### src/rtl/alu_exec_unit.sv
// Execute-stage ALU: one-cycle arithmetic/logic ops, iterative multiply and divide,
// with results returned to EX/MEM on a valid/ready handshake.
module alu_exec_unit #(
  parameter int WIDTH = 16
) (
  input  logic             clk,
  input  logic             rst_n,
  input  logic [4:0]       control,
  input  logic [WIDTH-1:0] op_a,
  input  logic [WIDTH-1:0] op_b,
  input  logic             in_valid,
  output logic             in_ready,
  output logic             out_valid,
  input  logic             out_ready,
  output logic [WIDTH-1:0] result,
  output logic [WIDTH-1:0] result_hi,
  output logic             carry,
  output logic             zero,
  output logic             branch_taken,
  output logic             mem_src,
  output logic             div_by_zero,
  output logic             illegal
);

  localparam int CW = $clog2(WIDTH) + 1;

  localparam logic [1:0] IDLE = 2'd0;
  localparam logic [1:0] MUL  = 2'd1;
  localparam logic [1:0] DIV  = 2'd2;
  localparam logic [1:0] DONE = 2'd3;

  localparam logic [3:0] OP_ADD    = 4'h0;
  localparam logic [3:0] OP_SUB    = 4'h1;
  localparam logic [3:0] OP_MUL    = 4'h2;
  localparam logic [3:0] OP_DIV    = 4'h3;
  localparam logic [3:0] OP_MOVE   = 4'h4;
  localparam logic [3:0] OP_SWAP   = 4'h5;
  localparam logic [3:0] OP_AND    = 4'h6;
  localparam logic [3:0] OP_OR     = 4'h7;
  localparam logic [3:0] OP_LDST   = 4'h8;
  localparam logic [3:0] OP_BRANCH = 4'h9;

  logic [1:0]         state_q, state_d;
  logic [CW-1:0]      count_q, count_d;
  logic [WIDTH-1:0]   operand_q, operand_d;
  logic [2*WIDTH-1:0] acc_q, acc_d;
  logic [WIDTH-1:0]   result_q, result_d;
  logic [WIDTH-1:0]   resultHi_q, resultHi_d;
  logic               carry_q, carry_d;
  logic               zero_q, zero_d;
  logic               branch_q, branch_d;
  logic               memSrc_q, memSrc_d;
  logic               divZero_q, divZero_d;
  logic               illegal_q, illegal_d;

  logic [3:0]         opCode;
  logic [WIDTH:0]     sum, diff;
  logic [WIDTH-1:0]   scResult, scHi;
  logic               scCarry, scBranch, scIllegal;
  logic [WIDTH:0]     mulSum, divShift, divTrial;
  logic [2*WIDTH-1:0] mulNext, divNext;

  assign opCode = control[3:0];

  // Results of every operation that finishes on the accept edge
  always_comb begin
    sum       = {1'b0, op_a} + {1'b0, op_b};
    diff      = {1'b0, op_a} - {1'b0, op_b};
    scResult  = '0;
    scHi      = '0;
    scCarry   = 1'b0;
    scBranch  = 1'b0;
    scIllegal = 1'b0;
    case (opCode)
      OP_ADD, OP_LDST: begin
        scResult = sum[WIDTH-1:0];
        scCarry  = sum[WIDTH];
      end
      OP_SUB: begin
        scResult = diff[WIDTH-1:0];
        scCarry  = diff[WIDTH];
      end
      OP_MOVE: scResult = op_b;
      OP_SWAP: begin
        scResult = op_b;
        scHi     = op_a;
      end
      OP_AND: scResult = op_a & op_b;
      OP_OR:  scResult = op_a | op_b;
      OP_BRANCH: begin
        scResult = diff[WIDTH-1:0];
        scBranch = (op_a == op_b);
      end
      OP_DIV: begin
        scResult = '1;
        scHi     = op_a;
      end
      OP_MUL: scResult = '0;
      default: scIllegal = 1'b1;
    endcase
  end

  // Multiply keeps {partial product, remaining multiplier}; divide keeps {remainder, quotient/dividend}
  always_comb begin
    mulSum   = {1'b0, acc_q[2*WIDTH-1:WIDTH]} + {1'b0, operand_q};
    mulNext  = acc_q[0] ? {mulSum, acc_q[WIDTH-1:1]}
                        : {1'b0, acc_q[2*WIDTH-1:1]};
    divShift = {acc_q[2*WIDTH-1:WIDTH], acc_q[WIDTH-1]};
    divTrial = divShift - {1'b0, operand_q};
    divNext  = divTrial[WIDTH] ? {divShift[WIDTH-1:0], acc_q[WIDTH-2:0], 1'b0}
                               : {divTrial[WIDTH-1:0], acc_q[WIDTH-2:0], 1'b1};
  end

  always_comb begin
    state_d    = state_q;
    count_d    = count_q;
    operand_d  = operand_q;
    acc_d      = acc_q;
    result_d   = result_q;
    resultHi_d = resultHi_q;
    carry_d    = carry_q;
    zero_d     = zero_q;
    branch_d   = branch_q;
    memSrc_d   = memSrc_q;
    divZero_d  = divZero_q;
    illegal_d  = illegal_q;
    case (state_q)
      IDLE: begin
        if (in_valid) begin
          memSrc_d  = control[4];
          carry_d   = 1'b0;
          branch_d  = 1'b0;
          divZero_d = 1'b0;
          illegal_d = 1'b0;
          count_d   = CW'(WIDTH);
          if (opCode == OP_MUL) begin
            state_d   = MUL;
            operand_d = op_a;
            acc_d     = {{WIDTH{1'b0}}, op_b};
          end else if (opCode == OP_DIV && op_b != '0) begin
            state_d   = DIV;
            operand_d = op_b;
            acc_d     = {{WIDTH{1'b0}}, op_a};
          end else begin
            state_d    = DONE;
            result_d   = scResult;
            resultHi_d = scHi;
            carry_d    = scCarry;
            branch_d   = scBranch;
            illegal_d  = scIllegal;
            divZero_d  = (opCode == OP_DIV);
            zero_d     = (scResult == '0);
          end
        end
      end
      MUL: begin
        acc_d   = mulNext;
        count_d = count_q - CW'(1);
        if (count_q == CW'(1)) begin
          state_d    = DONE;
          result_d   = mulNext[WIDTH-1:0];
          resultHi_d = mulNext[2*WIDTH-1:WIDTH];
          zero_d     = (mulNext[WIDTH-1:0] == '0);
        end
      end
      DIV: begin
        acc_d   = divNext;
        count_d = count_q - CW'(1);
        if (count_q == CW'(1)) begin
          state_d    = DONE;
          result_d   = divNext[WIDTH-1:0];
          resultHi_d = divNext[2*WIDTH-1:WIDTH];
          zero_d     = (divNext[WIDTH-1:0] == '0);
        end
      end
      default: begin
        if (out_ready) state_d = IDLE;
      end
    endcase
  end

  always_ff @(posedge clk or negedge rst_n) begin
    if (!rst_n) begin
      state_q    <= IDLE;
      count_q    <= '0;
      operand_q  <= '0;
      acc_q      <= '0;
      result_q   <= '0;
      resultHi_q <= '0;
      carry_q    <= 1'b0;
      zero_q     <= 1'b0;
      branch_q   <= 1'b0;
      memSrc_q   <= 1'b0;
      divZero_q  <= 1'b0;
      illegal_q  <= 1'b0;
    end else begin
      state_q    <= state_d;
      count_q    <= count_d;
      operand_q  <= operand_d;
      acc_q      <= acc_d;
      result_q   <= result_d;
      resultHi_q <= resultHi_d;
      carry_q    <= carry_d;
      zero_q     <= zero_d;
      branch_q   <= branch_d;
      memSrc_q   <= memSrc_d;
      divZero_q  <= divZero_d;
      illegal_q  <= illegal_d;
    end
  end

  assign in_ready     = (state_q == IDLE);
  assign out_valid    = (state_q == DONE);
  assign result       = result_q;
  assign result_hi    = resultHi_q;
  assign carry        = carry_q;
  assign zero         = zero_q;
  assign branch_taken = branch_q;
  assign mem_src      = memSrc_q;
  assign div_by_zero  = divZero_q;
  assign illegal      = illegal_q;

endmodule

### config.mk
export PLATFORM = sky130hd
export DESIGN_NAME = alu_exec_unit
export DESIGN_NICKNAME = d
export VERILOG_FILES = /design/src/rtl/alu_exec_unit.sv
export SDC_FILE = /design/constraint.sdc
export NUM_CORES = 1
export LEC_CHECK = 0
export ABC_AREA = 0
export BUFFER_PORTS_ARGS = -buffer_cell sky130_fd_sc_hd__buf_4
export CAP_MARGIN = 20
export CORE_MARGIN = 4
export CORE_UTILIZATION = 55
export CTS_CLUSTER_SIZE = 12
export DETAILED_ROUTE_END_ITERATION = 16
export HOLD_SLACK_MARGIN = 0.08
export PLACE_DENSITY = 0.72
export SLEW_MARGIN = 15
export SYNTH_ARGS = -nofsm -noshare
export SYNTH_HDL_FRONTEND = slang
export SYNTH_SLANG_ARGS = --single-unit
### constraint.sdc
create_clock -name clk -period 5.3 [get_ports clk]
set_clock_uncertainty 0.1 [all_clocks]
set_input_delay 0.265 -clock clk [delete_from_list [all_inputs] [get_ports clk]]
set_output_delay 0.265 -clock clk [all_outputs]
set_load 0.05 [all_outputs]
Word level (Yosys, flattened, before mapping)

Index checks and enable logic that the tools add are counted.

Divide/modulo/power cells: 0
Shift-type cells: 0
Bitwise logic cells: 2
Magnitude comparators: 0
Eq/ne operators: 21
Multiply operators: 0
Muxes and demuxes: 47
$add $sub $neg: 5
Reductions and logical operators: 23

Operators with widths:

| cell                 | number |
|---|---|
| $mux W16             | 13 |
| $mux W32             | 5 |
| $pmux W16 S3         | 2 |
| $pmux W16 S6         | 1 |
| $pmux W32 S3         | 1 |
| $logic_not A16 Y1    | 3 |
| $add A16 B16 Y17     | 2 |
| $sub A16 B16 Y17     | 1 |
| $sub A17 B16 Y17     | 1 |
| $and A16 B16 Y16     | 1 |
| $eq A16 B16 Y1       | 1 |
| $eq A4 B3 Y1 const B | 4 |
| $mux W1              | 16 |
| $or A16 B16 Y16      | 1 |
| $reduce_bool A16 Y1  | 1 |
| $ne A2 B2 Y1 const B | 5 |
| $pmux W5 S2          | 1 |
| $reduce_or A2 Y1     | 5 |
| $reduce_and A3 Y1    | 3 |
| $reduce_or A9 Y1     | 1 |
| $eq A4 B2 Y1 const B | 2 |
| $eq A4 B4 Y1 const B | 2 |
| $mux W2              | 4 |
| $reduce_and A6 Y1    | 1 |
| 17 further kinds     | 21 |

Latch bits: 0
RAM bits: 0
Input bits: 41
Word-level logic and storage cells: 110
Bits in read-only memories: 0
Output and inout bits: 40
Register bits: 93
Memories: 0

Longest topological paths before layout

Gate-level depths: netlist (run 1).

Depth after elaboration: 8
Gate-level depth with buffers: 14
Mapped depth without buffers: 14

Least setup slack after synthesis (run 1)

No wires, ideal clock.

Path type: register to register
Start point: register acc_q[15]
End point: register acc_q[17]
Path buffers: 1
Cell stages (with the launch flop): 14
Setup slack: 2091 ps
Library setup time: 133 ps
Period minus slack after synthesis: 3209 ps
Data arrival time: 2976 ps
Cell sequence: dfrtp_1 -> inv_1 -> ha_1 -> inv_1 -> fa_1 -> a211oi_1 -> nor2_1 -> a21oi_1 -> a211oi_1 -> a211oi_1 -> clkbuf_1 -> mux2_2 -> a21oi_1 -> a21oi_1

Word-level cells in the longest chain between the ends: 3

Ends and longest elaborated chain:

| what                     | RTL line | RTL |
|---|---|---|
| start: declaration       | 46       | `logic [2*WIDTH-1:0] acc_q, acc_d;` |
| start signal: assignment | 187      | `acc_q <= '0;` |
| start signal: assignment | 200      | `acc_q <= acc_d;` |
| $sub A17 B16 Y17         | 109      | `divTrial = divShift - {1'b0, operand_q};` |
| $mux W32                 | 110      | `divNext = divTrial[WIDTH] ? {divShift[WIDTH-1:0], acc_q[WIDTH-2:0], 1'b0}` |
| $pmux W32 S3             | 127      | `case (state_q)` |

No other way between the ends.
A chain may end at the register's enable or synchronous reset.

Final worst setup path (run 1)

Start point: register acc_q[15]
End point: register resultHi_q[10], in the netlist result_hi[10]

Word-level cells in the longest chain between the ends: 4

Ends and longest elaborated chain:

| what                   | RTL line | RTL |
|---|---|---|
| $sub A17 B16 Y17       | 109      |  |
| $mux W32               | 110      |  |
| $mux W16               | 169      | `if (count_q == CW'(1)) begin` |
| $pmux W16 S3           | 127      |  |
| end signal: assignment | 202      | `resultHi_q <= resultHi_d;` |
| end: declaration       | 48       | `logic [WIDTH-1:0] resultHi_q, resultHi_d;` |

No other way between the ends. The select of a mux whose other input is x is not followed.

==> qor.csv, run 1 <==
stage;metric;value;unit
placement;io_buffers;80;
floorplan;pin_count;81;
yosys;synthesis.nets;1305;
floorplan;die_w;135;um
sta;setup_tns;0;ps
global_route;grt_antenna_before_repair;0;
setup_path;crit_path_cell_trace;inv_1 -> ha_1 -> inv_1 -> fa_1 -> a211oi_1 -> nor2_1 -> a21oi_1 -> a211oi_1 -> a211oi_4 -> buf_4 -> nor4b_1 -> a32oi_1 -> o21ai_0 -> a21oi_1 -> a21oi_1;
cts;ctsLongestPathBuffers;2;
cts;path_clk_slew;70;ps
sta;period_share;71.6;%
routing;drt_iter0_markers;1058;
yosys;yosysUniqueCellTypes;70;
global_route;grt_usage;32.7;%
sta;slew_viol_final;0;
cts;cts_resized;0;
layout;drive_gt1_share;10.5;%
power_and_ir_drop;peakVddDrop;0.437;mV
yosys;syn_inst;1172;
setup_path;path_class;reg -> reg;
routing;wl_met2;13100;um
layout;fin_nets;1343;
setup_path;crit_arrival;3890;ps
yosys;avgSynthCellArea;7.57;sq um
cts;post_cts_buffers;0;
sta;rsz0062_at_grt;false;
yosys;ys.flop_type;dfrtp_1;
sta;slew_headroom;30.1;%
yosys;yosysSeqAreaShare;26.2;%
setup_path;cp_common_cell;a21oi_1;
sta;worstMarginPinSlew;1050;ps
setup_path;required;5400;ps
power_and_ir_drop;finalPower;6.92;mW
run;maxCapViolations;0;
global_route;grt_max_degree;62;
layout;utilization;63.1;%
cts;clock-sinks;93;
yosys;async_flop_share;100;%
setup_path;max_stage_delay;590;ps
routing;top_layer;met4;
placement;globalplace.congestion;0.993;
placement;hpwl;22700;um
global_route;grt-ovfl-total;0;
sta;finalCriticalPeriod;3790;ps
sta;max_freq;0.264;GHz
layout;fin_area;9980;sq um
power_and_ir_drop;p_leak;4.52;nW
yosys;synth-seq-cells;93;
routing;first_pass_iters;6;
routing;drc_errors;0;
setup_path;r2r_setup_slack;1510;ps
cts;root_buffer;clkbuf_16;
routing;ant_nets;0;
layout;layout_commonest_cell;a21oi_1;
yosys;synth_edf_count;0;
placement;dp.cells;1412;
routing;wl_met3;2710;um
setup_path;crit_fanout;19;
routing;via_per_inst;6.33;
cts;cts_tree;built;
floorplan;start_util;56.1;%
setup_path;path_delay_family;compound AO/OA/AOI/OAI gates;
floorplan;fp.dieH;135;um
min_path;hp-class;in -> reg;
sta;finalSetupViolations;0;
layout;fin_cells;1431;
floorplan;row_count;46;
floorplan;die_area;18200;sq um
setup_path;critical_path_buf_inv_count;3;
placement;dp_slack;1480;ps
setup_path;crit_slowest_cell;a211oi_4;
layout;diodes;0;
cts;htree_num_levels;3;
global_route;grt_pass1_vias;8400;
setup_path;endpoint_kind;flip-flop;
routing;wl_per_cell;20.8;um
cts;numCtsBuffers;9;
placement;place_area;9590;sq um
setup_path;cp-start-kind;flip-flop;
sta;postLayoutSetupSlackWorst;1510;ps
yosys;ys_warn_count;0;
cts;clk_latency;360;ps
layout;area.growth.synth_to_final;12.5;%
global_route;grt_pass1_wl;46800;um
cts;hold_buffers;2;
yosys;synth_area;8870;sq um
sta;finalHoldViolations;0;
status;status;completed;
sta;hold_slack;130;ps
routing;num_vias;9064;
floorplan;fp.coreArea;15800;sq um
routing;drt-met1-wl;13200;um
power_and_ir_drop;p_per_area;693;nW/um^2
layout;layout_common_cells;a21oi_1, nor2_1, o21ai_0, nand2_1, dfrtp_1;
routing;drt_wl_total;29800;um
-- registers in the layout, indices dropped and copies added (netlist names) --
| register | cells |
|---|---|
| acc_q | 32 |
| operand_q | 16 |
| result | 16 |
| result_hi | 16 |
| count_q | 5 |
| state_q | 2 |
| branch_taken | 1 |
| carry | 1 |
| div_by_zero | 1 |
| illegal | 1 |
| mem_src | 1 |
| zero | 1 |
-- synth_stat cells, types with 6 or more instances --
cell	instances	share of area [%]
o21a_1	6	0.51
a21oi_1	162	9.1
a21o_1	14	1.2
a22oi_1	18	1.5
ha_1	88	12
nor4_1	14	0.99
o22a_1	10	0.99
inv_1	75	3.2
xor2_1	8	0.79
or3_1	7	0.49
clkbuf_1	57	2.4
dfrtp_1	93	26
nand3_1	19	1.1
nand2_1	107	4.5
nor3_1	21	1.2
nand2b_1	14	0.99
nor2_1	126	5.3
a211oi_1	30	2.5
mux2i_1	20	2.3
nor2b_1	10	0.71
o22ai_1	10	0.71
o31ai_1	11	0.93
xnor2_1	30	3.0
a31oi_1	12	0.85
o21ai_0	109	6.1
a211o_1	6	0.59
-- area by class of cell --
type                    count  area, sq um
clock buffers              10          239
clock inverters             6          118
fillers                  1460         5840
inverters                  76          285
multi-input cells         936         6030
flip-flops and latches     93         2330
well taps                 216          270
repair buffers             94          718
-- routing by layer --
| layer | up-vias | GRT usage [%] |
|---|---|---|
| met5 | - | 0 |
| met4 | 0 | 10.1 |
| met3 | 71 | 6.82 |
| met2 | 444 | 50.0 |
| met1 | 4277 | 46.6 |
| li1 | 4272 | - |
-- path summary, 6_finish.rpt --
check | from | end | cells past startpoint
min in group asynchronous | rst_n | mem_src | 2
worst min-delay path | op_a[3] | operand_q[3] | 3
worst max-delay path | acc_q[15] | result_hi[10] | 15
max in group asynchronous | rst_n | result_hi[0] | 3
worst max register to register | acc_q[15] | result_hi[10] | 15
worst min register to register | result[15] | result[15] | 2
-- power breakdown --
group	switching, mW	total [mW]	internal, mW
clock	0.315	0.795	0.480
sequential	0.310	1.38	1.07
combinational	3.02	4.74	1.72
-- kinds of logic after synthesis --
group / share of synthesized area (%)
muxes: 2.89
xor gates and xnor gates: 3.75
and+or+nand+nor: 17.6
buffers and inverters: 6.22
DFF: 26.2
AOI/OAI and AO/OA: 30.0
adders and majority gates: 13.3
-- worst register-to-register path, cell delays in order, from the launching register on --
cell	delay, ps
dfrtp_1	400
inv_1	100
ha_1	180
inv_1	60
fa_1	420
a211oi_1	250
nor2_1	100
a21oi_1	290
a211oi_1	180
a211oi_4	590
buf_4	350
nor4b_1	90
a32oi_1	160
o21ai_0	130
a21oi_1	160
a21oi_1	80
No activity file was read; power rests on OpenSTA's default activity.
==> run 2: changes to the inputs <==
clock period = 3.8 ns   (was 5.3 ns; I/O delays follow)
==> qor.csv, run 2 (synthesized netlist as in run 1, its figures left out) <==
stage;metric;value;unit;change
layout;largest-register;acc_q;;
sta;slew_viol_final;0;;unchanged
sta;postLayoutSetupSlackWorst;167;ps;-1340 ps
routing;drt_iter0_markers;1203;;+14%
routing;top_layer;met4;;
power_and_ir_drop;intPower;4.41;mW;+35%
global_route;grt_usage;33.9;%;+1.2 points
layout;drive_gt1_share;11.6;%;+1.2 points
cts;ctsLongestPathBuffers;2;;unchanged
sta;hold_slack;88.7;ps;-41.4 ps
setup_path;path_class;in -> reg;;
layout;largest_register_ffs;32;;unchanged
setup_path;endpoint_kind;flip-flop;;
placement;hpwl;23400;um;+2.9%
cts;root_buffer;clkbuf_16;;
floorplan;die_w;135;um;unchanged
sta;max_freq;0.275;GHz;
sta;finalSetupViolations;0;;unchanged
global_route;grt_antenna_before_repair;0;;unchanged
global_route;grt-ovfl-total;0;;unchanged
layout;fin_nets;1360;;+1.3%
power_and_ir_drop;p_switching;5.14;mW;+41%
global_route;grt_max_degree;62;;unchanged
placement;io_buffers;80;;unchanged
cts;clk_latency;360;ps;about the same
routing;first_pass_iters;7;;+1
layout;utilization;63.6;%;+0.55 points
layout;area.growth.synth_to_final;13.5;%;
floorplan;die_area;18200;sq um;unchanged
cts;cts_tree;built;;
layout;layout_commonest_cell;a21oi_1;;
global_route;grt_pass1_vias;8713;;+3.7%
cts;path_clk_slew;70;ps;about the same
sta;period_share;95.6;%;
cts;clock-sinks;93;;unchanged
routing;num_vias;9214;;+1.7%
routing;wl_met3;3070;um;+13%
routing;drc_errors;0;;unchanged
power_and_ir_drop;seq_power_share;20.4;%;+0.4 points
power_and_ir_drop;p_per_area;949;nW/um^2;+37%
sta;finalCriticalPeriod;3630;ps;
cts;numCtsBuffers;9;;unchanged
floorplan;start_util;56.1;%;unchanged
sta;rsz0062_at_grt;false;;
global_route;grt_pass1_wl;48500;um;+3.6%
cts;post_cts_buffers;0;;unchanged
routing;via_per_inst;6.37;;+0.53%
floorplan;row_count;46;;unchanged
power_and_ir_drop;peakVddDrop;0.569;mV;+30%
sta;slew_headroom;38.7;%;+8.6 points
min_path;hp-class;in -> reg;;
routing;ant_nets;0;;unchanged
cts;htree_num_levels;3;;unchanged
power_and_ir_drop;pwr-share-clk;9.3;%;-2.2 points
routing;drt_wl_total;30900;um;+3.8%
layout;diodes;0;;unchanged
layout;layout_common_cells;a21oi_1, nor2_1, o21ai_0, nand2_1, buf_4;;
sta;setup_tns;0;ps;unchanged
routing;drt-met1-wl;13200;um;+0.43%
placement;dp_slack;321;ps;-1160 ps
setup_path;crit_fanout;4;;-15
floorplan;fp.coreArea;15800;sq um;unchanged
sta;finalHoldViolations;0;;unchanged
floorplan;fp.dieH;135;um;unchanged
setup_path;crit_arrival;3820;ps;-70 ps
routing;wl_met2;13500;um;+3.6%
status;status;completed;;
run;maxCapViolations;0;;unchanged
power_and_ir_drop;swShare;53.8;%;+1.1 points
routing;wl_per_cell;21.3;um;+2.6%
power_and_ir_drop;p_leak;4.56;nW;+0.97%
floorplan;pin_count;81;;unchanged
placement;globalplace.congestion;1.03;;+3.9%
power_and_ir_drop;combPwrFrac;70.3;%;+1.8 points
sta;worstMarginPinSlew;917;ps;-132 ps
setup_path;cp-start-kind;input pin;;
power_and_ir_drop;finalPower;9.55;mW;+38%
setup_path;required;3990;ps;-1410 ps
==> run 2: cell count changes in the layout (fill, tap and decap cells not counted), sizes merged <==
cell         before  now
bufinv            3    0
clkinv            1    4
buf              92  103
dlygate4sd3       2    8
inv              77   76
==> run 2: layout make-up <==
| class | count | area [sq um] |
|---|---|---|
| multi-input combinational | 936 | 6060 |
| fill | 1450 | 5760 |
| sequential | 93 | 2330 |
| timing repair buffer | 111 | 853 |
| inverter | 76 | 285 |
| tap | 216 | 270 |
| clock buffer | 10 | 239 |
| clock inverter | 5 | 35.0 |
==> run 2: worst max-delay path, stage by stage <==
cell           delay, ps
dlygate4sd3_1        530
buf_4                120
ha_1                 220
inv_1                 70
fa_1                 390
nand2b_1             170
a21oi_1              280
nor4_1                80
o21ai_0              190
o31ai_1              110
xnor2_1              180
a221oi_2             320
or4b_1               460
or4_1                400
o21ai_1              120
==> run 2: stage by stage <==
stage / cells / cell area [sq um]
finish: 1447 / 10100
global route: 1447 / 10100
floorplan: 1172 / 8870
detailed placement: 1424 / 9680
global placement: 1424 / 9680
CTS: 1447 / 10000
==> run 2: worst paths after layout <==
kind                           start  slack (ps)  depth (start not counted)            end
setup / recovery             op_a[0]         170                         15           zero
hold / removal               op_a[9]          90                          3   operand_q[9]
setup reg to reg           acc_q[15]         330                         15  result_hi[10]
hold reg to reg            result[2]         370                          2      result[2]
max in group asynchronous      rst_n        2480                          3   operand_q[0]
min in group asynchronous      rst_n         320                          2      result[7]
==> run 2: power by group through the flow <==
stage	logic (mW)	clock network, mW	registers, mW
after floorplan	4.28	0	2.43
after global placement	6.48	0	1.94
after detailed placement	6.59	0	1.95
after CTS	6.64	0.900	1.94
after global routing	7.39	0.939	2.01
final	6.72	0.888	1.95
==> run 2: timing repair <==
| item | 4_1_cts | 5_1_grt |
|---|---|---|
| endpoints found under the hold margin | 53 | 0 |
| gates resized for setup | 0 | 8 |
| hold buffers | 8 | 0 |
| setup endpoints to repair | 0 | 1 |
==> run 2: routing by layer <==
metal,vias up,GRT usage [%]
met2,513,51.7
met5,-,0
met1,4310,48.9
met4,0,11.0
met3,84,6.22
li1,4307,-
